$ cat src/rtl/sdc_single_blk_wr_mod.sv
// SD card single-block write datapath: serialises one BRAM block onto D0,
// appends CRC16, then collects the card's CRC status token and waits out busy.
module sdc_single_blk_wr_mod #(
    parameter int NWR_CYC      = 2,
    parameter int WORDS        = 64,
    parameter int STAT_TIMEOUT = 64
) (
    input  logic        sdc_clk,
    input  logic        reset,
    input  logic [15:0] command,
    input  logic        strt_strb,
    input  logic [63:0] dat_wrd,
    input  logic        d0_in,
    output logic        rd_wrd_strb,
    output logic        d0_out,
    output logic        d0_oe,
    output logic        busy,
    output logic        crc_stat_err,
    output logic        tfc,
    output logic [15:0] crc_16
);

    localparam int CW = 16;
    localparam int WW = (WORDS > 1) ? $clog2(WORDS) : 1;
    localparam int NS = 10;

    localparam int I_IDLE  = 0;
    localparam int I_PRE   = 1;
    localparam int I_STRT  = 2;
    localparam int I_DATA  = 3;
    localparam int I_CRC   = 4;
    localparam int I_END   = 5;
    localparam int I_WSTAT = 6;
    localparam int I_STAT  = 7;
    localparam int I_BUSYW = 8;
    localparam int I_DONE  = 9;

    localparam logic [NS-1:0] ST_IDLE  = NS'(1) << I_IDLE;
    localparam logic [NS-1:0] ST_PRE   = NS'(1) << I_PRE;
    localparam logic [NS-1:0] ST_STRT  = NS'(1) << I_STRT;
    localparam logic [NS-1:0] ST_DATA  = NS'(1) << I_DATA;
    localparam logic [NS-1:0] ST_CRC   = NS'(1) << I_CRC;
    localparam logic [NS-1:0] ST_END   = NS'(1) << I_END;
    localparam logic [NS-1:0] ST_WSTAT = NS'(1) << I_WSTAT;
    localparam logic [NS-1:0] ST_STAT  = NS'(1) << I_STAT;
    localparam logic [NS-1:0] ST_BUSYW = NS'(1) << I_BUSYW;
    localparam logic [NS-1:0] ST_DONE  = NS'(1) << I_DONE;

    logic [NS-1:0] state;
    logic [NS-1:0] state_nx;
    logic [CW-1:0] cnt;
    logic [WW-1:0] wcnt;
    logic [63:0]   shift;
    logic [63:0]   hold;
    logic          rd_q;
    logic [15:0]   crc;
    logic [15:0]   crc_step;
    logic [1:0]    tok;
    logic          is_wr;
    logic          accept;
    logic          last_bit;
    logic          last_word;
    logic          unused_cmd;

    assign unused_cmd = ^{command[15:14], command[7:0]};
    assign is_wr      = (command[13:8] == 6'h18) || (command[13:8] == 6'h19);
    assign accept     = state[I_IDLE] && strt_strb && is_wr;
    assign last_bit   = (cnt == CW'(63));
    assign last_word  = (wcnt == WW'(WORDS - 1));
    assign crc_step   = {crc[14:0], 1'b0}
                      ^ ((crc[15] ^ shift[63]) ? 16'h1021 : 16'h0000);

    always_ff @(posedge sdc_clk) begin
        if (reset) state <= ST_IDLE;
        else       state <= state_nx;
    end

    always_comb begin
        state_nx = ST_IDLE;
        unique case (1'b1)
            state[I_IDLE]:
                state_nx = accept ? ST_PRE : ST_IDLE;
            state[I_PRE]:
                state_nx = (cnt == CW'(NWR_CYC - 1)) ? ST_STRT : ST_PRE;
            state[I_STRT]:
                state_nx = ST_DATA;
            state[I_DATA]:
                state_nx = (last_bit && last_word) ? ST_CRC : ST_DATA;
            state[I_CRC]:
                state_nx = (cnt == CW'(15)) ? ST_END : ST_CRC;
            state[I_END]:
                state_nx = ST_WSTAT;
            state[I_WSTAT]: begin
                if (!d0_in)
                    state_nx = ST_STAT;
                else if (cnt == CW'(STAT_TIMEOUT - 1))
                    state_nx = ST_DONE;
                else
                    state_nx = ST_WSTAT;
            end
            state[I_STAT]:
                state_nx = (cnt == CW'(2)) ? ST_BUSYW : ST_STAT;
            // cnt==0 is the token end bit, which is high and must not end busy
            state[I_BUSYW]:
                state_nx = (cnt != '0 && d0_in) ? ST_DONE : ST_BUSYW;
            state[I_DONE]:
                state_nx = ST_IDLE;
            default:
                state_nx = ST_IDLE;
        endcase
    end

    always_comb begin
        d0_oe  = state[I_PRE] | state[I_STRT] | state[I_DATA]
               | state[I_CRC] | state[I_END];
        d0_out = 1'b1;
        if (state[I_STRT]) d0_out = 1'b0;
        if (state[I_DATA]) d0_out = shift[63];
        if (state[I_CRC])  d0_out = crc[15];
        busy = !(state[I_IDLE] | state[I_DONE]);
        tfc  = state[I_DONE];
        rd_wrd_strb = !reset
                    && (accept
                        || (state[I_DATA] && cnt == CW'(60) && !last_word));
    end

    always_ff @(posedge sdc_clk) begin
        if (reset) begin
            cnt          <= '0;
            wcnt         <= '0;
            shift        <= '0;
            hold         <= '0;
            rd_q         <= 1'b0;
            crc          <= '0;
            crc_16       <= '0;
            tok          <= '0;
            crc_stat_err <= 1'b0;
        end else begin
            rd_q <= rd_wrd_strb;
            if (rd_q) hold <= dat_wrd;

            if (state_nx != state)
                cnt <= '0;
            else if (state[I_DATA] && last_bit)
                cnt <= '0;
            else if (state[I_IDLE])
                cnt <= '0;
            else if (state[I_BUSYW])
                cnt <= CW'(1);
            else
                cnt <= cnt + CW'(1);

            if (accept)
                wcnt <= '0;
            else if (state[I_DATA] && last_bit)
                wcnt <= wcnt + WW'(1);

            // word 0 may still be on dat_wrd when the preamble is one cycle
            if (state[I_PRE] && state_nx[I_STRT])
                shift <= rd_q ? dat_wrd : hold;
            else if (state[I_DATA])
                shift <= last_bit ? hold : {shift[62:0], 1'b0};

            if (accept) begin
                crc <= '0;
            end else if (state[I_DATA]) begin
                crc <= crc_step;
                if (state_nx[I_CRC]) crc_16 <= crc_step;
            end else if (state[I_CRC]) begin
                crc <= {crc[14:0], 1'b0};
            end

            if (state[I_STAT]) tok <= {tok[0], d0_in};

            if (accept)
                crc_stat_err <= 1'b0;
            else if (state[I_WSTAT] && state_nx[I_DONE])
                crc_stat_err <= 1'b1;
            else if (state[I_STAT] && state_nx[I_BUSYW]
                     && {tok, d0_in} != 3'b010)
                crc_stat_err <= 1'b1;
        end
    end

endmodule

$ cat config.mk
export PLATFORM = sky130hd
export DESIGN_NAME = sdc_single_blk_wr_mod
export DESIGN_NICKNAME = d
export VERILOG_FILES = /design/src/rtl/sdc_single_blk_wr_mod.sv
export SDC_FILE = /design/constraint.sdc
export NUM_CORES = 1
export LEC_CHECK = 0
export ABC_AREA = 1
export CAP_MARGIN = 20
export CORE_MARGIN = 2
export CORE_UTILIZATION = 45
export DETAILED_ROUTE_END_ITERATION = 12
export GPL_TIMING_DRIVEN = 0
export PLACE_DENSITY = 0.74
export SLEW_MARGIN = 25
export SYNTH_ARGS = -nofsm -noshare
export SYNTH_HDL_FRONTEND = slang
export SYNTH_SLANG_ARGS = --single-unit
$ cat constraint.sdc
create_clock -name sdc_clk -period 1.9 [get_ports sdc_clk]
set_input_delay 0.38 -clock sdc_clk [delete_from_list [all_inputs] [get_ports sdc_clk]]
set_output_delay 0.38 -clock sdc_clk [all_outputs]
set_load 0.05 [all_outputs]
* Word-level counts from Yosys, hierarchy flattened
Index checks and enable logic that the tools add are counted.
** Storage, ports and cells
- Bits in registers :: 196
- Output and inout port bits :: 22
- Word-level logic and storage cells :: 78
** Operators by class
- Add/subtract/negate cells :: 2
- Equal/unequal tests :: 10
- Mux-type cells :: 22
- Bitwise operators :: 8
- Reductions and logical operators :: 25
** Operators by type and width (number)
- $mux 64 :: 4
- $pmux 10 s9 :: 1
- $eq 16x6->1 const B :: 2
- $mux 16 :: 2
- $mux 10 :: 3
- $add 16x1->16 const B :: 1
- $eq 16x1->1 const B :: 1
- $eq 16x2->1 const B :: 1
- $eq 16x4->1 const B :: 1
- $reduce_bool 16->1 :: 1
- $xor 16x13->16 :: 1
- $mux 13 :: 1
- $eq 6x5->1 const B :: 2
- $logic_and 1x1->1 :: 12
- $ne 10x10->1 :: 1
- $mux 9 :: 1
- $add 6x1->6 const B :: 1
- $eq 6x6->1 const B :: 1
- $mux 1 :: 6
- $mux 6 :: 1
- $reduce_bool 2->1 :: 3
- $mux 5 :: 1
- $or 1x1->1 :: 5
- $reduce_or 5->1 :: 1
- other kinds (10) :: 13

* Depth between registers and ports, before layout
Gate-level depths: netlist of run 1.
- Depth in word-level cells :: 9
- Depth in mapped cells :: 15
- Depth with buffers taken out :: 14

* Worst setup path after synthesis of run 1
No wires, ideal clock.
- Kind :: input to output
- From :: in command[9]
- To :: out rd_wrd_strb
- Data arrival time :: 1.849 ns
- Required time :: 1.520 ns
- Setup slack :: -0.329 ns
- Stages :: 5
- Cell sequence :: nor2_1 -> nand3_1 -> nor4_1 -> inv_1 -> a21oi_1
** Between the ends
- Word-level cells in the longest chain between the ends :: 5
- Elaborated cells between the ends (all ways) :: 6
- Classes of those cells :: 2 x eq/ne; 4 x reduce/logical
** Ends and longest elaborated chain
- start: declaration :: line 10 : input logic [15:0] command,
- $eq 6x5->1 :: line 66 : assign is_wr = (command[13:8] == 6'h18) || (command[13:8] == 6'h19);
- $logic_or 1x1->1 (*) :: line 66
- $logic_and 1x1->1 (*) :: line 67 : assign accept = state[I_IDLE] && strt_strb && is_wr;
- $logic_or 1x1->1 (*) :: line 124 : || (state[I_DATA] && cnt == CW'(60) && !last_word));
- $logic_and 1x1->1 (*) :: line 123 : && (accept
- end: declaration :: line 14 : output logic rd_wrd_strb,
Every way passes the cells marked *; elsewhere a longest branch is shown, timed or not.

* Final worst setup path of run 1
- From :: reg cnt[0]
- To :: reg cnt[8]
** Between the ends
- Word-level cells in the longest chain between the ends :: 6
- Elaborated cells between the ends (all ways) :: 19
- Classes of those cells :: 1 x add/sub; 5 x eq/ne; 8 x mux; 5 x reduce/logical
** Ends and longest elaborated chain
- start: declaration :: line 51 : logic [CW-1:0] cnt;
- start signal: assignment :: line 151 : cnt <= cnt + CW'(1);
- $eq 16x6->1 or $reduce_bool 16->1 (tied branches) :: line 68, 96, 105
- $mux 10, or another cell as far along :: line 96 : else if (cnt == CW'(STAT_TIMEOUT - 1))
- $mux 10, or another cell as far along :: line 94 : if (!d0_in)
- $pmux 10 s9 :: line 80 : unique case (1'b1)
- $ne 10x10->1 :: line 142 : if (state_nx != state)
- $reduce_or 5->1 (no line)
Several ways; a longest one is shown, not always the timed one.
A chain may end at the register's enable or synchronous reset.

==> impl_metrics.json, run 1 <==
{
  "status": "finished with violations",
  "violations": "setup timing",
  "max_slew.worst_pin.slew_ns": 0.775,
  "ant_nets": 0,
  "initial_core_util": 0.455,
  "synthToLayoutAreaGrowth_pct": 30.3,
  "cpMaxStageDelayCell": "dfxtp_4",
  "grt_overflow": 0,
  "setup_violations": 98,
  "worst-path-max-fanout": 5,
  "pre_cts_slack_ns": -1.75,
  "crit_path_start_kind": "flop",
  "synthCells": 1185,
  "period_needed_ns": 2.18,
  "synth_nets": 1274,
  "syn_area_per_cell_sq_um": 7.41,
  "wire_per_inst_microns": 16.7,
  "clk_latency_ns": 0.45,
  "vias": 8586,
  "power.static_leakage_nw": 4.50,
  "ys_ff_latch": 196,
  "syn-cell-area_sq_um": 8780,
  "synth_cell_types": 39,
  "worst_ep_arrival_time_ns": 2.51,
  "die_area_sq_um": 20600,
  "grt_pass1_vias": 8056,
  "antenna_cells": 0,
  "crit_type": "flop to flop",
  "slew_headroom": 0.483,
  "holdWs_ns": 0.472,
  "antenna_found_initial": 0,
  "yosys-top-cells-area": "dfxtp_1, nand2_1, nor2_1",
  "rsz0062_at_grt": "true",
  "grt_pass1_wl_microns": 40800,
  "grt_max_degree": 18,
  "path_clk_slew_ns": 0.07,
  "cts_tree": "done",
  "slew_viol_final": 0,
  "cts_buffer_depth": 2,
  "fin_nets": 1427,
  "viasPerCell": 5.31,
  "synth_top_cell_by_area": "dfxtp_1",
  "slowest_delay_ns": 0.38,
  "synth_ff_type": "dfxtp_1",
  "grt_use_total": 0.259,
  "power_density_nw_per_um2": 710,
  "hold_buffers": 0,
  "fin_util": 0.593,
  "fmax_ghz": 0.458,
  "wirelength_microns": 26900,
  "layout_setup_ws_ns": -0.284,
  "yosysMostFrequentCell": "nand2_1",
  "hold_viol": 0,
  "finClkSkew_ns": 0.0160,
  "htree_levels": 4,
  "dr.pass1.iters": 5,
  "ys_seq_area_frac": 0.447,
  "min_period_over_period": 1.15,
  "die_h_microns": 144,
  "drc": 0,
  "worstSetupEndpointType": "flop",
  "synth_edf_count": 0,
  "crit_path_cell_trace": "buf_6, ha_4, nand3_4, nor2_4, buf_6, nand3_1, nor3_1, nor2_1, nand2_1, nor2_4, nand3_4, clkbuf_16, nor2_2",
  "numClockSinks": 196,
  "dp_hpwl_microns": 17900,
  "cp.required_ns": 2.23,
  "synthArstFlopShare": 0,
  "dr.first_iter.drc_count": 712,
  "ioPinCount": 106,
  "portBuffers": 94,
  "gp_congestion": 0.948,
  "synth_top_cell_area_share": 0.447,
  "hold_path_class": "flop to flop",
  "maxCapViolCount": 0,
  "ys_top_cells_by_count": "nand2_1, dfxtp_1, nor2_1",
  "max-vdd-ir-drop_mv": 0.677,
  "core_sq_um": 19300,
  "cts_root_buf": "clkbuf_16",
  "fp.dieW_microns": 144,
  "num_rows": 51,
  "ys_warn_count": 0,
  "drive_above_1_share": 0.170,
  "numCtsBuffers": 17
}
[power breakdown]
group / internal [mW] / total, mW / leakage [nW] / switching, mW
clock network: 2.00 / 3.68 / 0.284 / 1.68
registers: 4.11 / 4.11 / 1.59 / 0.00386
logic: 0.165 / 0.319 / 2.63 / 0.154
[per-stage QoR]
step | cells | instance area, sq um | TNS, ns | total power, mW
6_report | 1616 | 11400 | -12.57 | 8.11
5_1_grt | 1616 | 11400 | -24.59 | 8.32
4_1_cts | 1589 | 11000 | -1.35 | 8.11
3_5_place_dp | 1544 | 10100 | -110.70 | 4.51
3_3_place_gp | 1544 | 10100 | -104.78 | 4.51
2_1_floorplan | 1185 | 8800 | 0 | 4.29
[layout make-up]
cell class	instances	area (sq um)
tap	265	332
clock inverter	12	144
timing repair buffer	135	1270
clock buffer	20	447
buffer	67	475
sequential	196	3950
fill	1748	7840
inverter	107	414
multi-input combinational	814	4400
[state kept, by name, indices dropped and copies added (netlist names)]
register / cells
cnt: 16
crc: 16
crc_16: 16
crc_stat_err: 1
hold: 64
rd_q: 1
shift: 64
state: 10
tok: 2
wcnt: 6
[path summary, 6_finish.rpt]
path,to,start,slack (ns),cells after the start
worst max-delay path,cnt[8],cnt[0],-0.28,13
worst min-delay path,shift[24],shift[24],0.47,2
worst max register to register,cnt[8],cnt[0],-0.28,13
worst min register to register,shift[24],shift[24],0.47,2
[cell families (layout without fill, tap and decap cells)]
family / count (synthesis) / in the layout / synth area share
xor+xnor: 18 / 18 / 0.0180
fa+ha+maj: 5 / 5 / 0.00713
flops: 196 / 196 / 0.447
compound gates: 198 / 198 / 0.134
simple gates: 547 / 547 / 0.262
buf+inv: 175 / 341 / 0.0794
mux: 46 / 46 / 0.0525
[repair_timing]
action	in CTS	in global routing
setup endpoints to repair	204	118
pin swaps	8	11
endpoints found under the hold margin	0	0
gates resized for setup	136	72
buffers inserted	14	24
gates cloned	0	3
[cell usage in the layout, fill, tap and decap left out, types with 11 or more instances in the layout]
cell type | Yosys | layout
nand2_1 | 304 | 298
dfxtp_1 | 196 | 183
nor2_1 | 163 | 142
inv_1 | 104 | 97
clkdlybuf4s50_1 | 0 | 72
a21oi_1 | 64 | 63
o21ai_0 | 58 | 54
mux2i_1 | 46 | 46
buf_4 | 1 | 38
o211ai_1 | 25 | 25
nand3_1 | 27 | 23
nor2_2 | 10 | 22
dlygate4sd2_1 | 0 | 19
clkbuf_16 | 0 | 18
or2_2 | 17 | 17
nor2_4 | 7 | 16
a31oi_1 | 14 | 14
xor2_1 | 13 | 13
buf_6 | 2 | 12
clkbuf_1 | 37 | 12
clkbuf_2 | 0 | 11
[critical path: cells and delay by family (launching register included)]
kind                     cells  cell delay, ns
flip-flops                   1            0.38
AND/OR/NAND/NOR              9            1.12
buffers and inverters        3            0.41
adder cells (fa/ha/maj)      1            0.14
[routing by layer]
metal	GRT usage	share of wire	up-vias
li1	-	-	4133
met1	0.324	0.42	3982
met5	0	0	-
met2	0.436	0.47	400
met3	0.0570	0.087	71
met4	0.101	0.030	0
Power figures use the tool's default switching activity.
==> run 2: changes to the inputs <==
--- a/config.mk
+++ b/config.mk
@@ -16,3 +16,4 @@
 export SYNTH_ARGS = -nofsm -noshare
 export SYNTH_HDL_FRONTEND = slang
 export SYNTH_SLANG_ARGS = --single-unit
+export TNS_END_PERCENT = 100
==> results of run 2 <==
Same layout as run 1: the final DEF is identical, and so are final timing and power.
==> RTL change 1 (flow settings as in run 2) <==
Make the reset (`reset`) asynchronous in 2 clocked blocks.
--- a/src/rtl/sdc_single_blk_wr_mod.sv
+++ b/src/rtl/sdc_single_blk_wr_mod.sv
@@ -71,5 +71,5 @@
                       ^ ((crc[15] ^ shift[63]) ? 16'h1021 : 16'h0000);
 
-    always_ff @(posedge sdc_clk) begin
+    always_ff @(posedge sdc_clk or posedge reset) begin
         if (reset) state <= ST_IDLE;
         else       state <= state_nx;
@@ -125,5 +125,5 @@
     end
 
-    always_ff @(posedge sdc_clk) begin
+    always_ff @(posedge sdc_clk or posedge reset) begin
         if (reset) begin
             cnt          <= '0;
Formal check against the unedited RTL: differs if reset is asserted again (counterexample within 4 cycles, from zero or initial values and one cycle with reset high); with reset held inactive, the same outputs for 10 cycles.
==> RTL change 1 against run 2 <==
  * The flow still finishes with violations (setup timing)
  * Sequential cell count did not move
  * Setup slack got worse by 0.0027 ns
  * Global-route usage fell by 3.7 points
  * Final area rose by 2.0%
  * Synthesized area rose by 4.4%
  * Wire length fell by 12%
  * Synthesized cell count fell by 4.7%
  * Fmax fell by 0.12%
  * Via count fell by 4.9%
Power is not compared: it rests on default switching activity, and its combinational part moved more than twofold at a synthesized area within 25%.
==> RTL change 1: results (changes against run 2) <==
r2r endpoint cnt[5] (was cnt[8]); multi-input logic cell count 752 (was 814); Netlist cell types 40 (was 39); Worst Hold Class in2reg (was reg2reg); final std cells w/o fill 1,562 (was 1,616); Placed Instance Area 10,600 um2 (was 10,100 um2); PortBufs 93 (was 94); routability cong. 0.850 (was 0.948); post-synthesis sequential area ratio 53.6% (was 44.7%); outcome finished with violations (unchanged); Fill cells 1,744 (was 1,748); inverters 123 (was 107); Rel. slew slack 44.8% (was 48.3%); worst hold endpoint tok[0] (was shift[24]); failing checks setup timing (unchanged); register area 4910 um2 (was 3950 um2); first-pass GRT wire length 38.6 mm (was 40.8 mm); overall routing resource usage 22.2% (was 25.9%); crit path DAT 1.81 ns (was 2.51 ns); Cells after DPL 1,500 (was 1,544); vias in the first global route 7,966 (was 8,056); cell depth of the worst hold path 3 (was 2); share of cell area taken by multi-input logic gates 31.7% (was 38.5%); Synth Flop Type dfrtp_1 (was dfxtp_1); Post-CTS Resized 87 (was 136); Worst-Skew Late Latency 0.43 ns (was 0.45 ns); final setup margin -0.286 ns (was -0.284 ns); Critical Path End rd_wrd_strb (was cnt[8]); Setup Viol. Count Final 69 (was 98); crit-path max FO 3 (was 5); Post-Syn Instances 1,129 (was 1,185); hold_sp d0_in (was shift[24]); share of layout cells above drive strength 1 14.1% (was 17.0%); hold_ws 0.362 ns (was 0.472 ns); Plain + repair buffers 189 (was 202); initial drt markers 622 (was 712)
RTL change 1: power breakdown:
group | switching, W | total (W) | internal, W | leakage [nW]
clock | 0.00160 | 0.00327 | 0.00167 | 0.250
sequential | 0.000444 | 0.00560 | 0.00516 | 2.50
combinational | 0.00259 | 0.00420 | 0.00161 | 2.65
RTL change 1: worst max-delay path, cell delays in order, from the launching register on:
cell and delay, ns:
dfrtp_1 0.41, nor2_2 0.16, nand2_2 0.08, nor2_4 0.13, buf_6 0.12, nand3_1 0.11
a21oi_4 0.19, buf_8 0.17
RTL change 1: cells by family after synthesis:
family / Yosys count / synth area share, %
buf+inv: 181 / 7.74
flops: 196 / 53.6
fa+ha+maj: 5 / 0.683
compound gates: 203 / 12.3
simple gates: 538 / 25.1
xor+xnor: 6 / 0.574
RTL change 1: metal layers:
layer,wire (um),up-vias,GRT usage (%),part of all wire (%)
met3,1500,35,4.44,6.3
met5,0,-,0,0
met2,11600,282,36.7,49
met4,442,0,5.63,1.9
met1,10200,3910,30.3,43
li1,-,3942,-,-
==> RTL change 2 (flow settings as in run 2) <==
Without the edit above. The parameter `WORDS` goes from 64 to 128.
--- a/src/rtl/sdc_single_blk_wr_mod.sv
+++ b/src/rtl/sdc_single_blk_wr_mod.sv
@@ -3,5 +3,5 @@
 module sdc_single_blk_wr_mod #(
     parameter int NWR_CYC      = 2,
-    parameter int WORDS        = 64,
+    parameter int WORDS        = 128,
     parameter int STAT_TIMEOUT = 64
 ) (
Function: same outputs for any inputs over 10 cycles, from zero or initial values and one cycle with reset high; that may be too few to reach the edited logic, so the function may still have changed.
==> RTL change 2 against run 2 <==
  * The flow still finishes with violations (setup timing)
  * Synthesized cell count increased by 2.4%
  * Via count increased by 5.8%
  * Cell count increased by 1.4%
  * Setup slack improved by 0.034 ns
  * Wire length increased by 5.5%
  * Power increased by 4.7%
  * First-iteration DRC count increased by 35%
  * Synthesized area increased by 1.6%
  * Sequential cell count increased by 1
  * Final area increased by 2.6%
  * Largest power group unchanged
  * Highest routed layer unchanged
==> RTL change 2: results (changes against run 2) <==
asr flop ratio synth 0% (unchanged); hold_ws 0.365 ns (was 0.472 ns); Vias/cell 5.54 (was 5.31); Synth top cells by count nand2_1, dfxtp_1, nor2_1, o21ai_0, inv_1 (was nand2_1, dfxtp_1, nor2_1, inv_1, a21oi_1); Worst Hold Class in2reg (was reg2reg); reg2reg start cnt[1] (was cnt[0]); r2r setup slk -0.17 ns (was -0.28 ns); Max clock buf depth 2 (unchanged); Worst-Skew Late Latency 0.44 ns; final setup margin -0.249 ns (was -0.284 ns); post-synthesis sequential area ratio 44.2% (was 44.7%); Setup Viol. Count Final 83 (was 98); mux share of post-synthesis cell area 3.48% (was 5.25%); crit path from cnt[0] (unchanged); Warnings, synthesis 0 (unchanged); Netlist cell types 43 (was 39); worst hold endpoint hold[47] (was shift[24]); hold_sp reset (was shift[24]); Fill cells 1,688 (was 1,748); htree depth 4 (unchanged); HPWL after DPL 18.4 mm (was 17.9 mm); worst vdd ir 0.661 mV (was 0.677 mV); GR Util met3 4.18% (was 5.70%); Routed WL 28.4 mm (was 26.9 mm); share of the synthesized area in compound gates (AO/OA/AOI/OAI) 14.7% (was 13.4%); crit-path max FO 3 (was 5); switching power 0.00178 W (was 0.00184 W); failing checks setup timing (unchanged); vias in the first global route 8,374 (was 8,056); initial antenna violation count 0 (unchanged); Syn Nets 1,303 (was 1,274); met2 Track Usage GR 42.6% (was 43.6%); Worst Reg-to-Reg Cells 14 (was 13); adder-cell area share of the yosys netlist 0.701% (was 0.713%); Synth Area in XOR/XNOR 1.47% (was 1.80%); top cells by area, synth dfxtp_1, nand2_1, nor2_1 (unchanged); r2r endpoint cnt[6] (was cnt[8]); PortBufs 93 (was 94); met1 global-route usage 33.1% (was 32.4%); n_diodes 0 (unchanged); outcome finished with violations (unchanged); clock root buffer clkbuf_16 (unchanged); Synth Flop Type dfxtp_1 (unchanged); crit path DAT 1.77 ns (was 2.51 ns); first-pass GRT wire length 42.3 mm (was 40.8 mm); share of layout cells above drive strength 1 15.0% (was 17.0%); Clock Skew 0.00947 ns (was 0.0160 ns); CTS Buf Count 17 (unchanged); fin nets 1,451 (was 1,427); top flop regs hold (64), shift (64) (unchanged); 1st-pass router iterations 8 (was 5); routability cong. 0.906 (was 0.948); post-synth top area share 44.2% (was 44.7%); overall routing resource usage 26.1% (was 25.9%); Rel. slew slack 51.3% (was 48.3%); largest net degree at the start of global routing 20 (was 18); Leak Pwr 4.57 nW (was 4.50 nW); cell depth of the worst hold path 2 (unchanged); initial drt markers 960 (was 712)
-- RTL change 2: what timing repair did --
| action | in CTS | in global routing |
|---|---|---|
| gates cloned | 0 | 3 |
| resized for setup | 133 | 140 |
| setup endpoints to repair | 132 | 109 |
| setup buffers | 19 | 16 |
| pin swaps | 15 | 22 |
-- RTL change 2: layer usage --
layer / share of wire (%) / routed length [um]
met5: 0 / 0
met4: 5.6 / 1600
met1: 40 / 11300
met2: 47 / 13300
met3: 7.9 / 2250
-- RTL change 2: worst max-delay path, cell delays in order, from the launching register on --
cell and delay [ns]:
dfxtp_4 0.36, inv_4 0.07, ha_4 0.14, nand4_1 0.10, nor2_1 0.12, nand3b_1 0.15, a21oi_4 0.21, buf_6 0.18
-- RTL change 2: worst max-delay path by stage --
| stage | slack, ns | depth (start not counted) | to |
|---|---|---|---|
| floorplan | -0.26 | 12 | cnt[13] |
| global placement | -1.35 | 6 | rd_wrd_strb |
| detailed placement | -1.41 | 7 | rd_wrd_strb |
| CTS | -0.21 | 6 | rd_wrd_strb |
| global route | -0.30 | 7 | rd_wrd_strb |
| finish | -0.25 | 7 | rd_wrd_strb |
-- RTL change 2: cell families (layout without fill, tap and decap cells) --
kind of cell | after synthesis | in the layout
flip-flops | 197 | 197
AND/OR/NAND/NOR | 561 | 561
adder cells (fa/ha/maj) | 5 | 5
XOR/XNOR | 15 | 15
AO/OA/AOI/OAI | 236 | 236
multiplexers | 31 | 31
buffers and inverters | 169 | 328
-- RTL change 2: metrics by stage --
stage          cell area (um2)  setup slack (ns)  instances  total power (W)  setup TNS, ns
6_report                 11700            -0.249       1638          0.00850          -5.35
5_1_grt                  11700            -0.301       1638          0.00869         -14.46
4_1_cts                  11200            -0.212       1620          0.00849          -5.37
3_5_place_dp             10200             -1.41       1572          0.00453         -47.72
3_3_place_gp             10200             -1.35       1572          0.00453         -42.17
2_1_floorplan             8950            -0.263       1214          0.00432          -3.21
-- RTL change 2: final cells by class --
type | count | area share [%]
Clock inverter | 8 | 1.47
Multi-Input combinational cell | 848 | 38.7
Clock buffer | 22 | 4.04
Inverter | 94 | 3.27
Timing Repair Buffer | 130 | 11.0
Sequential cell | 197 | 33.8
Tap cell | 265 | 2.83
Buffer | 74 | 4.82
-- RTL change 2: power by group through the flow --
stage / Clock, W / Combinational (W) / Sequential [W]
finish: 0.00406 / 0.000310 / 0.00413
CTS: 0.00406 / 0.000302 / 0.00413
global route: 0.00424 / 0.000326 / 0.00413
detailed placement: 0 / 0.000298 / 0.00423
global placement: 0 / 0.000298 / 0.00423
floorplan: 0 / 0.0000889 / 0.00423
